## src/rtl/mul_div_unit.sv

```systemverilog
// ---------------------------------------------------------------------------
// mul_div_unit
//   Iterative unsigned multiply/divide unit. Each clock runs one shift-add
//   (multiply) or one restoring-divide step, so an operation takes WIDTH
//   steps. Result feeds the register write-data mux. Busy stalls the PC.
//   Done is a one-cycle pulse that triggers the writeback.
//
// Ports
//   Clock      in   1      rising-edge clock
//   Reset      in   1      asynchronous, active-high; back to IDLE
//   Start      in   1      request, sampled only in IDLE or DONE
//   Op         in   2      00 MULLO, 01 MULHI, 10 DIV, 11 REM
//   OperandA   in   WIDTH  multiplicand / dividend
//   OperandB   in   WIDTH  multiplier / divisor
//   Busy       out  1      high while iterating (RUN)
//   Done       out  1      one-cycle pulse, Result valid
//   Result     out  WIDTH  selected result, held until the next DONE
//   DivByZero  out  1      DIV/REM with OperandB==0, held like Result
// ---------------------------------------------------------------------------
module mul_div_unit #(
  parameter int WIDTH = 16
) (
  input  logic             Clock,
  input  logic             Reset,
  input  logic             Start,
  input  logic [1:0]       Op,
  input  logic [WIDTH-1:0] OperandA,
  input  logic [WIDTH-1:0] OperandB,
  output logic             Busy,
  output logic             Done,
  output logic [WIDTH-1:0] Result,
  output logic             DivByZero
);

  localparam int CW = (WIDTH > 1) ? $clog2(WIDTH) : 1;

  typedef enum logic [1:0] {
    S_IDLE = 2'd0,
    S_RUN  = 2'd1,
    S_DONE = 2'd2
  } state_e;

  state_e               state_q, state_d;
  logic [1:0]           op_q, op_d;
  logic [2*WIDTH-1:0]   a_q, a_d;       // operand A, shifted left one bit per step
  logic [WIDTH-1:0]     b_q, b_d;       // operand B, fixed for the whole operation
  logic [2*WIDTH-1:0]   acc_q, acc_d;   // product, or {remainder, quotient}
  logic [CW-1:0]        cnt_q, cnt_d;
  logic [WIDTH-1:0]     result_q, result_d;
  logic                 dbz_q, dbz_d;

  // ---- single iteration datapath -----------------------------------------
  logic [2*WIDTH-1:0] mul_acc;
  logic [WIDTH:0]     trial;
  logic [WIDTH:0]     trial_sub;
  logic               trial_ge;
  logic [WIDTH-1:0]   rem_next;
  logic [2*WIDTH-1:0] div_acc;
  logic [2*WIDTH-1:0] step_acc;
  logic               last_step;

  always_comb begin
    // Multiply: a_q already holds A << cnt. Add it in when bit cnt of B is set.
    mul_acc = b_q[cnt_q] ? (acc_q + a_q) : acc_q;

    // Restoring divide. Shift the next dividend bit (MSB first) into the
    // remainder. The trial value is one bit wider, so the compare never wraps.
    // Because a_q shifts left each step, the next dividend bit is always at
    // a_q[WIDTH-1].
    trial     = {acc_q[2*WIDTH-1:WIDTH], a_q[WIDTH-1]};
    trial_sub = trial - {1'b0, b_q};
    trial_ge  = (trial >= {1'b0, b_q});
    // The remainder stays below B. So whichever value is kept, it fits in WIDTH bits.
    rem_next  = trial_ge ? trial_sub[WIDTH-1:0] : trial[WIDTH-1:0];
    div_acc   = {rem_next, acc_q[WIDTH-2:0], trial_ge};

    step_acc  = op_q[1] ? div_acc : mul_acc;
    last_step = (cnt_q == CW'(WIDTH - 1));
  end

  // ---- next-state / datapath control -------------------------------------
  always_comb begin
    state_d  = state_q;
    op_d     = op_q;
    a_d      = a_q;
    b_d      = b_q;
    acc_d    = acc_q;
    cnt_d    = cnt_q;
    result_d = result_q;
    dbz_d    = dbz_q;

    unique case (state_q)
      S_IDLE, S_DONE: begin
        if (Start) begin
          op_d  = Op;
          a_d   = {{WIDTH{1'b0}}, OperandA};
          b_d   = OperandB;
          acc_d = '0;
          cnt_d = '0;
          if (Op[1] && (OperandB == '0)) begin
            // Divide by zero skips the iterations.
            // DIV gives all-ones and REM gives the dividend.
            state_d  = S_DONE;
            result_d = Op[0] ? OperandA : {WIDTH{1'b1}};
            dbz_d    = 1'b1;
          end else begin
            state_d = S_RUN;
          end
        end else begin
          state_d = S_IDLE;
        end
      end

      S_RUN: begin
        // Start is ignored here. A request made while busy is not queued.
        acc_d = step_acc;
        a_d   = a_q << 1;
        cnt_d = cnt_q + CW'(1);
        if (last_step) begin
          // In both layouts, odd ops (MULHI, REM) read the upper half
          // and even ops (MULLO, DIV) read the lower half.
          result_d = op_q[0] ? step_acc[2*WIDTH-1:WIDTH] : step_acc[WIDTH-1:0];
          dbz_d    = 1'b0;
          cnt_d    = '0;
          state_d  = S_DONE;
        end
      end

      default: state_d = S_IDLE;
    endcase
  end

  always_ff @(posedge Clock or posedge Reset) begin
    if (Reset) begin
      state_q  <= S_IDLE;
      op_q     <= '0;
      a_q      <= '0;
      b_q      <= '0;
      acc_q    <= '0;
      cnt_q    <= '0;
      result_q <= '0;
      dbz_q    <= 1'b0;
    end else begin
      state_q  <= state_d;
      op_q     <= op_d;
      a_q      <= a_d;
      b_q      <= b_d;
      acc_q    <= acc_d;
      cnt_q    <= cnt_d;
      result_q <= result_d;
      dbz_q    <= dbz_d;
    end
  end

  assign Busy      = (state_q == S_RUN);
  assign Done      = (state_q == S_DONE);
  assign Result    = result_q;
  assign DivByZero = dbz_q;

endmodule

```

## config.mk

```make
export PLATFORM = sky130hd
export DESIGN_NAME = mul_div_unit
export DESIGN_NICKNAME = d
export VERILOG_FILES = /design/src/rtl/mul_div_unit.sv
export SDC_FILE = /design/constraint.sdc
export NUM_CORES = 1
export LEC_CHECK = 0
export CAP_MARGIN = 20
export CORE_MARGIN = 2
export CORE_UTILIZATION = 30
export CTS_BUF_LIST = sky130_fd_sc_hd__clkbuf_2 sky130_fd_sc_hd__clkbuf_4 sky130_fd_sc_hd__clkbuf_8
export CTS_CLUSTER_DIAMETER = 150
export DETAILED_ROUTE_END_ITERATION = 6
export GPL_ROUTABILITY_DRIVEN = 0
export MAX_ROUTING_LAYER = met4
export PLACE_DENSITY = 0.44
export SLEW_MARGIN = 20
export SYNTH_ARGS = -nofsm -noshare
export SYNTH_HDL_FRONTEND = slang
export SYNTH_SLANG_ARGS = --single-unit
```

## constraint.sdc

```tcl
create_clock -name Clock -period 5.69 [get_ports Clock]
set_input_delay 0.569 -clock Clock [delete_from_list [all_inputs] [get_ports Clock]]
set_output_delay 0.569 -clock Clock [all_outputs]
set_load 0.03 [all_outputs]
```

---- Word-level counts from Yosys, hierarchy flattened ----
Index checks and enable logic that the tools add are counted.
operators by class
  divide/modulo/power cells ............... 0
  reduce and logical (&&, ||, !) cells .... 8
  magnitude comparators ................... 2
  shift operators ......................... 0
  add/sub/neg operators ................... 3
  bitwise operators ....................... 0
  muxes and demuxes ....................... 26
  $mul .................................... 0
  equality and inequality tests ........... 6
operators with widths
  kind                                                                           count
  32-bit 2-to-1 mux                                                              4
  32-bit case mux with 2 select lines                                            2
  16-bit 2-to-1 mux                                                              6
  32-bit adder                                                                   1
  16-bit case mux with 2 select lines                                            1
  17-bit by 16-bit greater-or-equal comparator with 1-bit output                 1
  16-bit zero test                                                               1
  16-bit subtractor                                                              1
  4-bit 2-to-1 mux                                                               2
  4-bit case mux with 2 select lines                                             1
  2-bit 2-to-1 mux                                                               3
  4-bit by 5-bit less-than comparator with 1-bit output (second input constant)  1
  4-bit by 1-bit adder with 4-bit output (second input constant)                 1
  1-bit binary-select mux with 4-bit select                                      1
  4-bit equality test (second input constant)                                    1
  1-bit 2-to-1 mux                                                               4
  2-bit inequality test (second input constant)                                  2
  2-bit case mux with 2 select lines                                             1
  2-bit AND reduction                                                            2
  4-bit AND reduction                                                            1
  2-bit by 1-bit equality test with 1-bit output (second input constant)         1
  2-bit equality test (second input constant)                                    1
  2-bit zero test                                                                1
  2-bit by 1-bit inequality test with 1-bit output (second input constant)       1
  4 further kinds                                                                4
storage, ports and cells
  memories kept ........................... 0
  memory bits (writable) .................. 0
  latch bits .............................. 0
  bits in read-only memories .............. 0
  bits of input ports ..................... 37
  logic and storage cells ................. 53
  register bits ........................... 105

---- Longest topological paths before layout ----
Gate-level depths: netlist (run 1).
  depth in word-level cells ............... 7
  mapped depth ............................ 13

---- Worst setup path after synthesis (run 1) ----
OpenSTA, ideal clock, no wires.
  path kind ............................... register to register
  from .................................... reg a_q[0]
  to ...................................... reg result_q[12] (netlist: Result[12])
  cell stages (with the launch flop) ...... 12
  path slack .............................. 2880 ps
  setup time .............................. 126 ps
  clock period less this slack ............ 2810 ps
  buffers on the path ..................... 0
  arrival time ............................ 2684 ps
  path through ............................ dfrtp_1 > ha_1 > fa_1 > a21o_1 > a221oi_2 > o31ai_1 > nand4_1 > nand2_1 > a211oi_1 > xnor2_1 > o211a_1 > a221o_1
between the ends
  cells in the longest elaborated chain, start to end .. 6
RTL lines
  element                              RTL line  source
  start: declaration                   45        logic [2*WIDTH-1:0] a_q, a_d;
  start signal: assignment             137       a_q <= '0;
  start signal: assignment             146       a_q <= a_d;
  32-bit adder                         64        mul_acc = b_q[cnt_q] ? (acc_q + a_q) : acc_q;
  32-bit 2-to-1 mux                    64
  32-bit 2-to-1 mux                    77        step_acc = op_q[1] ? div_acc : mul_acc;
  16-bit 2-to-1 mux                    122       result_d = op_q[0] ? step_acc[2*WIDTH-1:WIDTH] : step_acc[WIDTH-1:0];
  16-bit 2-to-1 mux                    119       if (last_step) begin
  16-bit case mux with 2 select lines  92        unique case (state_q)
  end signal: assignment               150       result_q <= result_d;
  end: declaration                     49        logic [WIDTH-1:0] result_q, result_d;
No other way between the ends. The select of a mux whose other input is x is not followed.
A chain may end at the register's enable or synchronous reset.

---- Worst setup path after layout (run 1) ----
  from .................................... reg acc_q[16]
  to ...................................... reg result_q[10] (netlist: Result[10])
between the ends
  cells in the longest elaborated chain, start to end .. 6
  elaborated cells between the ends (all ways) .. 9
  those cells by class .................... add/sub: 2; order compare: 1; mux: 6
RTL lines
  element                                                 RTL line  source
  start: declaration                                      47        logic [2*WIDTH-1:0] acc_q, acc_d;
  start signal: assignment                                139       acc_q <= '0;
  start signal: assignment                                148       acc_q <= acc_d;
  32-bit adder (tied with other cells)                    64
  32-bit 2-to-1 mux or 16-bit 2-to-1 mux (tied branches)  64, 74
  32-bit 2-to-1 mux *                                     77
  16-bit 2-to-1 mux *                                     122
  16-bit 2-to-1 mux *                                     119
  16-bit case mux with 2 select lines *                   92
Mark *: on every way between the ends. The rest lies on a longest branch, timed or not. The select of a mux whose other input is x is not followed.

==> results of run 1 <==
==> worst max-delay path by stage <==
stage / startpoint / endpoint / slack [ns] / depth (start not counted)
after floorplan: Reset / DivByZero$_DFFE_PP0P_ / 2.36 / 1
after global placement: acc_q[16]$_DFFE_PP0P_ / Result[10]$_DFFE_PP0P_ / 1.92 / 9
after detailed placement: acc_q[16]$_DFFE_PP0P_ / Result[10]$_DFFE_PP0P_ / 1.94 / 9
after CTS: acc_q[16]$_DFFE_PP0P_ / Result[10]$_DFFE_PP0P_ / 1.86 / 9
after global routing: acc_q[16]$_DFFE_PP0P_ / Result[10]$_DFFE_PP0P_ / 1.65 / 9
final: acc_q[16]$_DFFE_PP0P_ / Result[10]$_DFFE_PP0P_ / 1.89 / 9
==> cell families after synthesis <==
kind of cell | count (synthesis) | synth area share
AOI/OAI and AO/OA | 331 | 0.2728
xor gates and xnor gates | 34 | 0.03881
adders and majority gates | 50 | 0.08350
buffers and inverters | 87 | 0.04485
DFF | 105 | 0.3425
muxes | 25 | 0.04158
and+or+nand+nor | 298 | 0.1760
==> state kept, by name, summed over array words and instances, names as in the netlist <==
| register | cells |
|---|---|
| state_q | 2 |
| b_q | 16 |
| DivByZero | 1 |
| op_q | 2 |
| a_q | 32 |
| acc_q | 32 |
| cnt_q | 4 |
| Result | 16 |
==> critical path: cells and delay by family (launching register included) <==
family | cells | cell delay, ns
flip-flops | 1 | 0.50
adder cells (fa/ha/maj) | 1 | 0.37
AO/OA/AOI/OAI | 5 | 1.89
AND/OR/NAND/NOR | 3 | 0.94
==> synth_stat cells, drive strengths merged (5+ instances only) <==
library cell  instances  area (um2)
and2                  8       50.05
xnor2                20       175.2
ha                   48       600.6
mux2                  5       56.30
a22o                 27       236.5
nand4                13       81.33
nor2b                13       81.33
o31ai                 5       37.54
buf                   8       47.54
nor3                 11       55.05
nand2b                6       37.54
dfrtp               105        2628
mux4                  5       112.6
nand2               146       548.0
clkbuf               45       168.9
a21boi                5       37.54
a211oi               12       90.09
a31oi                23       143.9
and3                  5       31.28
mux2i                15       150.1
o211ai               14       105.1
nand3                16       80.08
a21oi                71       355.3
or3                   6       37.54
o21ai               114       570.6
xor2                 14       122.6
a21o                 15       112.6
inv                  33       123.9
nor2                 56       210.2
o21a                  5       37.54
==> metrics by stage <==
stage / cell area, um2 / util / hold slack, ns / setup slack (ns) / instances
2_1_floorplan: 7672 / - / 0.4672 / 2.360 / 930
3_3_place_gp: 8509 / 0.3379 / 0.4779 / 1.923 / 1272
3_5_place_dp: 8509 / 0.3379 / 0.4756 / 1.936 / 1272
4_1_cts: 8752 / 0.3476 / 0.5154 / 1.858 / 1288
5_1_grt: 8755 / 0.3477 / 0.5511 / 1.647 / 1288
6_report: 8755 / 0.3477 / 0.5118 / 1.889 / 1288
==> layer usage <==
metal	global-route usage	wire length, um	up-vias
met3	0.02273	857	20
li1	-	-	3455
met2	0.3252	12070	141
met1	0.3026	13220	3450
met5	-	0	-
met4	0.04984	463	0
==> cell type report <==
class                      instances  area [um2]  share of cell area
multi-input combinational        738        4716              0.5387
sequential                       105        2628              0.3001
timing repair buffer              65       625.6             0.07146
tap                              330       412.9             0.04716
inverter                          34       130.1             0.01486
clock buffer                       9       123.9             0.01415
clock inverter                     7       118.9             0.01358
==> out/metrics.csv, run 1 <==
metric;value;unit
Mean Syn Cell Area;8.250;um2
final WL;26610;um
Yosys reg bits;105;
Iteration-0 DRC Markers;413;
Sum Neg Setup Slack;0;ns
number of flops mapped to enable cells by yosys;0;
postcts setup bufs;0;
Peak Freq;263.1;MHz
Antenna Nets Post-Route;0;
Async SR Flop Fraction;1.000;
clk_lat worst skew;0.42;ns
Vias;7066;
H-tree depth;3;
R2R setup slack;1.89;ns
CP max-delay cell;a21oi_1;
CP cell instances;ha_1 > nor2b_1 > o2111ai_1 > a21oi_1 > o21ai_0 > a21oi_1 > a21boi_0 > or4_1 > nand3_1;
CP most frequent cell;a21oi_1;
FF-to-FF path depth;9;
Clock Skew;0.03100;ns
WP data arrival;4.14;ns
die width;163.9;um
nature of the critical path endpoint;flip-flop;
synth warn;0;
Initial DRT Pass Iterations;5;
IO Port Bufs;55;
Primary FF master, synth;dfrtp_1;
initial antenna violation count;0;
Critical Path Start Type;flip-flop;
Seq/Total Area, Yosys;0.3425;
PostCTS Resize Cnt;0;
# nets final;1040;
crit share post-route;0.6680;
layout cells sized above 1;0.04802;
Rows;58;
slowest cell delay on critical path;0.79;ns
status;completed;
most common cell after layout, fill and taps aside;nand2_1;
core area;0.02518;mm2
fillers;2716;
number of global-route vias before repair;6909;
CP Data Required Time;6.02;ns
Inserted Clock Buffers;9;
post-layout min period;3.801;ns
GRT Util Overall;0.2126;
DIE AREA;0.02687;mm2
largest net degree at the start of global routing;55;
Syn Nets;1017;
Slew headroom;0.3395;
clk sinks;105;
RSZ-0062 raised after global routing;false;
Worst-Margin Slew;0.9908;ns
CTS tree;yes;
Clock Pin Slew Worst Setup and Hold Paths;0.14;ns
worst hold path type;in -> async;
Worst R2R End;Result[10]$_DFFE_PP0P_;
Root Driver;clkbuf_8;
r2r startpoint;acc_q[16]$_DFFE_PP0P_;
placed wire-length estimate;19590;um
vias per std cell;5.486;
Final Max Slew Viols;0;
Chip Height;163.9;um
cells after synthesis;930;
Netlist Area Pre-Place;0.007672;mm2
detailed-route DRC error count;0;
gr ovfl total;0;
Final setup viols;0;
WL/cell;20.66;um
initial core utilization;0.3047;
Max-Cap Viols;0;
Setup CP Type;reg -> reg;
most frequent cells in the layout;145 x nand2_1, 112 x o21ai_0, 105 x dfrtp_1;
Ant. Diodes;0;
num ports;56;
synth-to-layout area growth;14.11;%
crit path max fanout;13;
Fin. Hold Viols;0;
post-cts hold buffer count;0;
Cell variety after synth;67;
Max Root-Sink Buffers;2;
first-pass GRT wire length;42220;um
Power of run 1 is not shown: default switching activity piles up to over one toggle a cycle in this logic, so the estimate is an artifact.
==> run 2: changes to the inputs <==
--- a/config.mk
+++ b/config.mk
@@ -13,7 +13,7 @@
 export DETAILED_ROUTE_END_ITERATION = 6
 export GPL_ROUTABILITY_DRIVEN = 0
 export MAX_ROUTING_LAYER = met4
-export PLACE_DENSITY = 0.44
+export PLACE_DENSITY = 0.46
 export SLEW_MARGIN = 20
 export SYNTH_ARGS = -nofsm -noshare
 export SYNTH_HDL_FRONTEND = slang
==> constraint.sdc (replaced) <==
create_clock -name Clock -period 3.1 [get_ports Clock]
set_input_delay 0.31 -clock Clock [delete_from_list [all_inputs] [get_ports Clock]]
set_output_delay 0.31 -clock Clock [all_outputs]
set_load 0.03 [all_outputs]
==> run 2 against run 1 <==
  * Sequential share of layout area shrank 2.7 points
  * First-iteration DRC count shrank 6.5%
  * Maximum frequency grew 24%
  * Clock skew shrank 0.021 ns
  * Worst setup slack lost 1.8 ns
  * Register-to-register slack lost 1.8 ns
  * Hold slack lost 0.22 ns
  * Largest cell class unchanged
  * Highest routed layer unchanged
==> out/metrics.csv, run 2 (synthesis results as in run 1) <==
metric;value;unit
status;completed;
Iteration-0 DRC Markers;386;
Critical Path Start Type;flip-flop;
Vias;7443;
layout cells sized above 1;0.1675;
synth-to-layout area growth;25.65;%
Clock Pin Slew Worst Setup and Hold Paths;0.11;ns
largest registers;a_q: 32 flops, acc_q: 32 flops;
IO Port Bufs;55;
DIE AREA;0.02687;mm2
Inst Count DP;1359;
largest net degree at the start of global routing;54;
Rows;58;
Peak Freq;327.3;MHz
post-layout min period;3.055;ns
core area;0.02518;mm2
post-cts hold buffer count;0;
H-tree depth;3;
Final Instance Count excl. Fillers;1381;
number of global-route vias before repair;7367;
Root Driver;clkbuf_8;
detailed-route DRC error count;0;
Slew headroom;0.4270;
num ports;56;
initial core utilization;0.3047;
crit path max fanout;4;
Fin. Hold Viols;0;
Inserted Clock Buffers;9;
clk sinks;105;
Ant. Diodes;0;
Max Root-Sink Buffers;2;
final core area utilization;0.3828;
WP data arrival;3.34;ns
Chip Height;163.9;um
# nets final;1133;
final hold slack;0.2891;ns
fillers;2652;
most common cell after layout, fill and taps aside;nand2_1;
Final setup viols;0;
Worst-Margin Slew;0.8585;ns
Max-Cap Viols;0;
first-pass GRT wire length;43410;um
nature of the critical path endpoint;flip-flop;
Antenna Nets Post-Route;0;
clk_lat worst skew;0.40;ns
crit share post-route;0.9856;
Initial DRT Pass Iterations;5;
most frequent cells in the layout;143 x nand2_1, 104 x o21ai_0, 103 x dfrtp_1;
die width;163.9;um
GRT Util Overall;0.2189;
CTS tree;yes;
placed wire-length estimate;21160;um
vias per std cell;5.390;
WL/cell;20.26;um
FF-to-FF path depth;11;
final WL;27980;um
Final Max Slew Viols;0;
Clock Skew;0.009591;ns
worst hold path type;in -> async;
Setup CP Type;reg -> reg;
CP Data Required Time;3.39;ns
initial antenna violation count;0;
gr ovfl total;0;
RSZ-0062 raised after global routing;true;
[run 2: cell count changes in the layout (fill, tap and decap cells not counted), moves of 4 or more]
cell     before  now
o21ai_0     112  104
buf_4        10  100
ha_4          0    4
o21ai_1       2   10
ha_1         48   41
a21oi_2       0    8
a21oi_1      71   63
[run 2: final timing paths]
path / slack, ns / from / to
max in group asynchronous: 2.13 / Reset / acc_q[9]$_DFFE_PP0P_
worst max register to register: 0.04 / acc_q[0]$_DFFE_PP0P_ / Result[12]$_DFFE_PP0P_
worst max-delay path: 0.04 / acc_q[0]$_DFFE_PP0P_ / Result[12]$_DFFE_PP0P_
min in group Clock: 0.48 / OperandB[7] / b_q[7]$_DFFE_PP0P_
worst min-delay path: 0.29 / Reset / b_q[14]$_DFFE_PP0P_
worst min register to register: 0.50 / DivByZero$_DFFE_PP0P_ / DivByZero$_DFFE_PP0P_
[run 2: layer usage]
| layer | up-vias | GRT usage | part of all wire |
|---|---|---|---|
| li1 | 3649 | - | - |
| met1 | 3633 | 0.3034 | 0.49 |
| met2 | 131 | 0.3344 | 0.46 |
| met3 | 30 | 0.02197 | 0.023 |
| met4 | 0 | 0.07536 | 0.027 |
| met5 | - | - | 0 |
[run 2: cell type report]
cell class              instances  area (um2)  area share
flip-flops and latches        105        2630      0.2728
clock inverters                 6       51.30    0.005321
clock buffers                  10       137.6     0.01428
multi-input cells             738        4917      0.5101
repair buffers                158        1361      0.1412
inverters                      34       130.1     0.01350
well taps                     330       412.9     0.04283
[run 2: stage by stage]
| step | setup TNS (ns) | cell area, um2 | setup slack (ns) |
|---|---|---|---|
| 2_1_floorplan | 0 | 7672 | 0.02946 |
| 3_3_place_gp | -0.04612 | 9201 | -0.02271 |
| 3_5_place_dp | -0.05000 | 9201 | -0.02919 |
| 4_1_cts | 0 | 9415 | 0.005260 |
| 5_1_grt | -0.3063 | 9641 | -0.09359 |
| 6_report | 0 | 9641 | 0.04454 |
[run 2: critical path, stage by stage (launching register included)]
cell and delay [ns]:
dfrtp_1 0.41, ha_2 0.22, fa_2 0.40, a21o_1 0.24, a221oi_4 0.37, o31ai_2 0.15
nand4_1 0.14, nand2_2 0.11, a211oi_2 0.26, xnor2_1 0.09, o211a_1 0.22, a221o_1 0.34
[run 2: what timing repair did]
action | in CTS | in global routing
pin swaps | 4 | 21
buffers inserted | 0 | 7
endpoints found under the hold margin | 0 | 0
gates resized for setup | 6 | 42
endpoints found under the setup margin | 6 | 25
Power of run 2 is left out for the same reason.
==> run 3: changes to the inputs <==
--- a/config.mk
+++ b/config.mk
@@ -5,13 +5,14 @@
 export SDC_FILE = /design/constraint.sdc
 export NUM_CORES = 1
 export LEC_CHECK = 0
+export ABC_AREA = 1
 export CAP_MARGIN = 20
 export CORE_MARGIN = 2
 export CORE_UTILIZATION = 30
 export CTS_BUF_LIST = sky130_fd_sc_hd__clkbuf_2 sky130_fd_sc_hd__clkbuf_4 sky130_fd_sc_hd__clkbuf_8
 export CTS_CLUSTER_DIAMETER = 150
 export DETAILED_ROUTE_END_ITERATION = 6
-export GPL_ROUTABILITY_DRIVEN = 0
+export GPL_TIMING_DRIVEN = 0
 export MAX_ROUTING_LAYER = met4
 export PLACE_DENSITY = 0.46
 export SLEW_MARGIN = 20
==> run 3 against run 2 <==
  * First-iteration DRC count increased by 51%
  * Synthesized area grew 19%
  * Worst setup slack improved by 0.14 ns
  * Final cell count grew 41%
  * Register-to-register slack gained 0.23 ns
  * Hold slack worse by 0.022 ns
  * Clock skew rose by 0.017 ns
  * Routed wire length rose by 21%
  * Global-route usage increased by 0.80 points
  * Critical endpoint is now Busy
  * Design area is 8.3% higher
==> out/metrics.csv, run 3 <==
metric;value;unit
status;completed;
Final setup viols;0;
RSZ-0062 raised after global routing;false;
post-layout min period;2.919;ns
IO Port Bufs;54;
placer's final routability congestion estimate;0.8808;
Clock Pin Slew Worst Setup and Hold Paths;0.14;ns
postcts setup bufs;0;
first-pass GRT wire length;52760;um
most numerous cell in the Yosys netlist;nand2_1;
Met3 Wirelength;1536;um
Slew headroom;0.5041;
gr ovfl total;0;
number of global-route vias before repair;8974;
layout cells sized above 1;0.04563;
initial core utilization;0.3065;
top sig layer;met4;
WP data arrival;2.61;ns
# nets final;1638;
Yosys top cell area share;0.2870;
VDD IR-drop max;0.3548;mV
die width;178.7;um
Setup CP Type;reg -> out;
Yosys reg bits;105;
met2 wire length;15250;um
clk sinks;105;
crit share post-route;0.9415;
largest area contributor in the netlist;dfrtp_1;
Inst Count DP;1930;
largest registers;a_q: 32 flops, acc_q: 32 flops;
vias per std cell;4.872;
final hold slack;0.2675;ns
final WL;33940;um
CTS tree;yes;
most common cell after layout, fill and taps aside;nand2_1;
met1 wire length;16680;um
Peak Freq;342.6;MHz
Ant. Diodes;0;
placed wire-length estimate;27900;um
Max-Cap Viols;0;
cells after synthesis;1485;
Mean Syn Cell Area;6.166;um2
core area;0.02987;mm2
pwr/cell area;1290;mW/mm2
Fin. Hold Viols;0;
Sum Neg Setup Slack;0;ns
fillers;3333;
slowest cell delay on critical path;0.73;ns
WL/cell;17.44;um
Chip Height;178.7;um
Critical Path Start Type;flip-flop;
Final Instance Count excl. Fillers;1946;
Root Driver;clkbuf_8;
Syn Nets;1572;
Async SR Flop Fraction;1.000;
initial antenna violation count;0;
Worst-Margin Slew;0.7439;ns
critical path's top delay family;buffers and inverters;
Clock Skew;0.02664;ns
Seq/Total Area, Yosys;0.2870;
Vias;9481;
crit path max fanout;10;
CP bufs+invs;4;
Rows;63;
most frequent cells in the layout;530 x nand2_1, 256 x inv_1, 156 x nand3_1;
GRT Util Overall;0.2269;
Placed Area;0.01022;mm2
final instance area;0.01044;mm2
detailed-route DRC error count;0;
synth warn;0;
Initial DRT Pass Iterations;5;
Tot Pwr;13.46;mW
Static Leak;5.679;nW
number of flops mapped to enable cells by yosys;0;
Iteration-0 DRC Markers;583;
Inserted Clock Buffers;9;
Primary FF master, synth;dfrtp_1;
DIE AREA;0.03193;mm2
Netlist Area Pre-Place;0.009156;mm2
CP max-delay cell;clkdlybuf4s50_1;
num ports;56;
clk_lat worst skew;0.42;ns
nature of the critical path endpoint;primary output;
worst hold path type;in -> async;
largest cells by area after synthesis;dfrtp_1 29%, nand2_1 22%, inv_1 11%;
CP cell instances;inv_2 > nor2_1 > clkbuf_2 > buf_2 > clkdlybuf4s50_1;
R2R setup slack;0.27;ns
Antenna Nets Post-Route;0;
Max Root-Sink Buffers;2;
WP depth;5;
post-cts hold buffer count;0;
synth-to-layout area growth;13.99;%
H-tree depth;3;
FF-to-FF path depth;16;
Final Max Slew Viols;0;
largest net degree at the start of global routing;63;
CP Data Required Time;2.79;ns
list of most frequent post-synthesis cells;530 x nand2_1, 257 x inv_1, 156 x nand3_1, 105 x dfrtp_1, 76 x nor2_1;
Cell variety after synth;45;
## run 3: cell types whose count changed after synthesis, moves of 23 or more
cell and delta:
nand2_1 +384, nand3_1 +140, a22o_1 -27, a31oi_1 -23
o21ai_0 -38, o22ai_1 +30, inv_1 +224
## run 3: area by class of cell
cell class,instances,area [um2],area share
plain buffers,46,251.5,0.02409
clock buffers,9,123.9,0.01187
clock inverters,7,91.34,0.008751
inverters,265,999.7,0.09578
multi-input cells,1069,5288,0.5066
flip-flops and latches,105,2628,0.2517
well taps,390,488.0,0.04675
repair buffers,55,568.0,0.05442
## run 3: power by group
part / switching [mW] / internal [mW] / leakage (nW) / total (mW)
Combinational: 6.67 / 3.29 / 4.23 / 9.96
Sequential: 0.619 / 1.91 / 1.34 / 2.53
Clock: 0.644 / 0.332 / 0.106 / 0.976
## run 3: kinds of logic after synthesis
group                      share of synthesized area
adders and majority gates                    0.06997
xor gates and xnor gates                     0.01626
and+or+nand+nor                               0.3702
buffers and inverters                         0.1358
DFF                                           0.2870
AOI/OAI and AO/OA                             0.1208
## run 3: path summary, 6_finish.rpt
kind / start / to
min in group Clock: Start / Result[10]$_DFFE_PP0P_
worst max register to register: a_q[0]$_DFFE_PP0P_ / Result[8]$_DFFE_PP0P_
worst max-delay path: state_q[0]$_DFFE_PP0N_ / Busy
max in group asynchronous: Reset / a_q[20]$_DFFE_PP0P_
worst min-delay path: Reset / Result[1]$_DFFE_PP0P_
worst min register to register: a_q[31]$_DFFE_PP0P_ / a_q[31]$_DFFE_PP0P_
## run 3: stage by stage
| step | util | setup WS [ns] |
|---|---|---|
| 4_1_cts | 0.3493 | 0.1440 |
| 6_report | 0.3494 | 0.1815 |
| 5_1_grt | 0.3494 | 0.03177 |
| 3_5_place_dp | 0.3420 | 0.1314 |
| 3_3_place_gp | 0.3409 | -2.014 |
| 2_1_floorplan | - | 0.02946 |
## run 3: timing repair
| action | in CTS | in global routing |
|---|---|---|
| setup endpoints to repair | 1 | 1 |
| pin swaps | 0 | 0 |
| hold endpoints to repair | 0 | 0 |
| gates resized for setup | 2 | 1 |
## run 3: layer usage
layer | global-route usage | vias up
li1 | - | 4834
met1 | 0.3199 | 4420
met2 | 0.3534 | 209
met3 | 0.02439 | 18
met4 | 0.04438 | 0
met5 | - | -
Power figures use the tool's default switching activity.
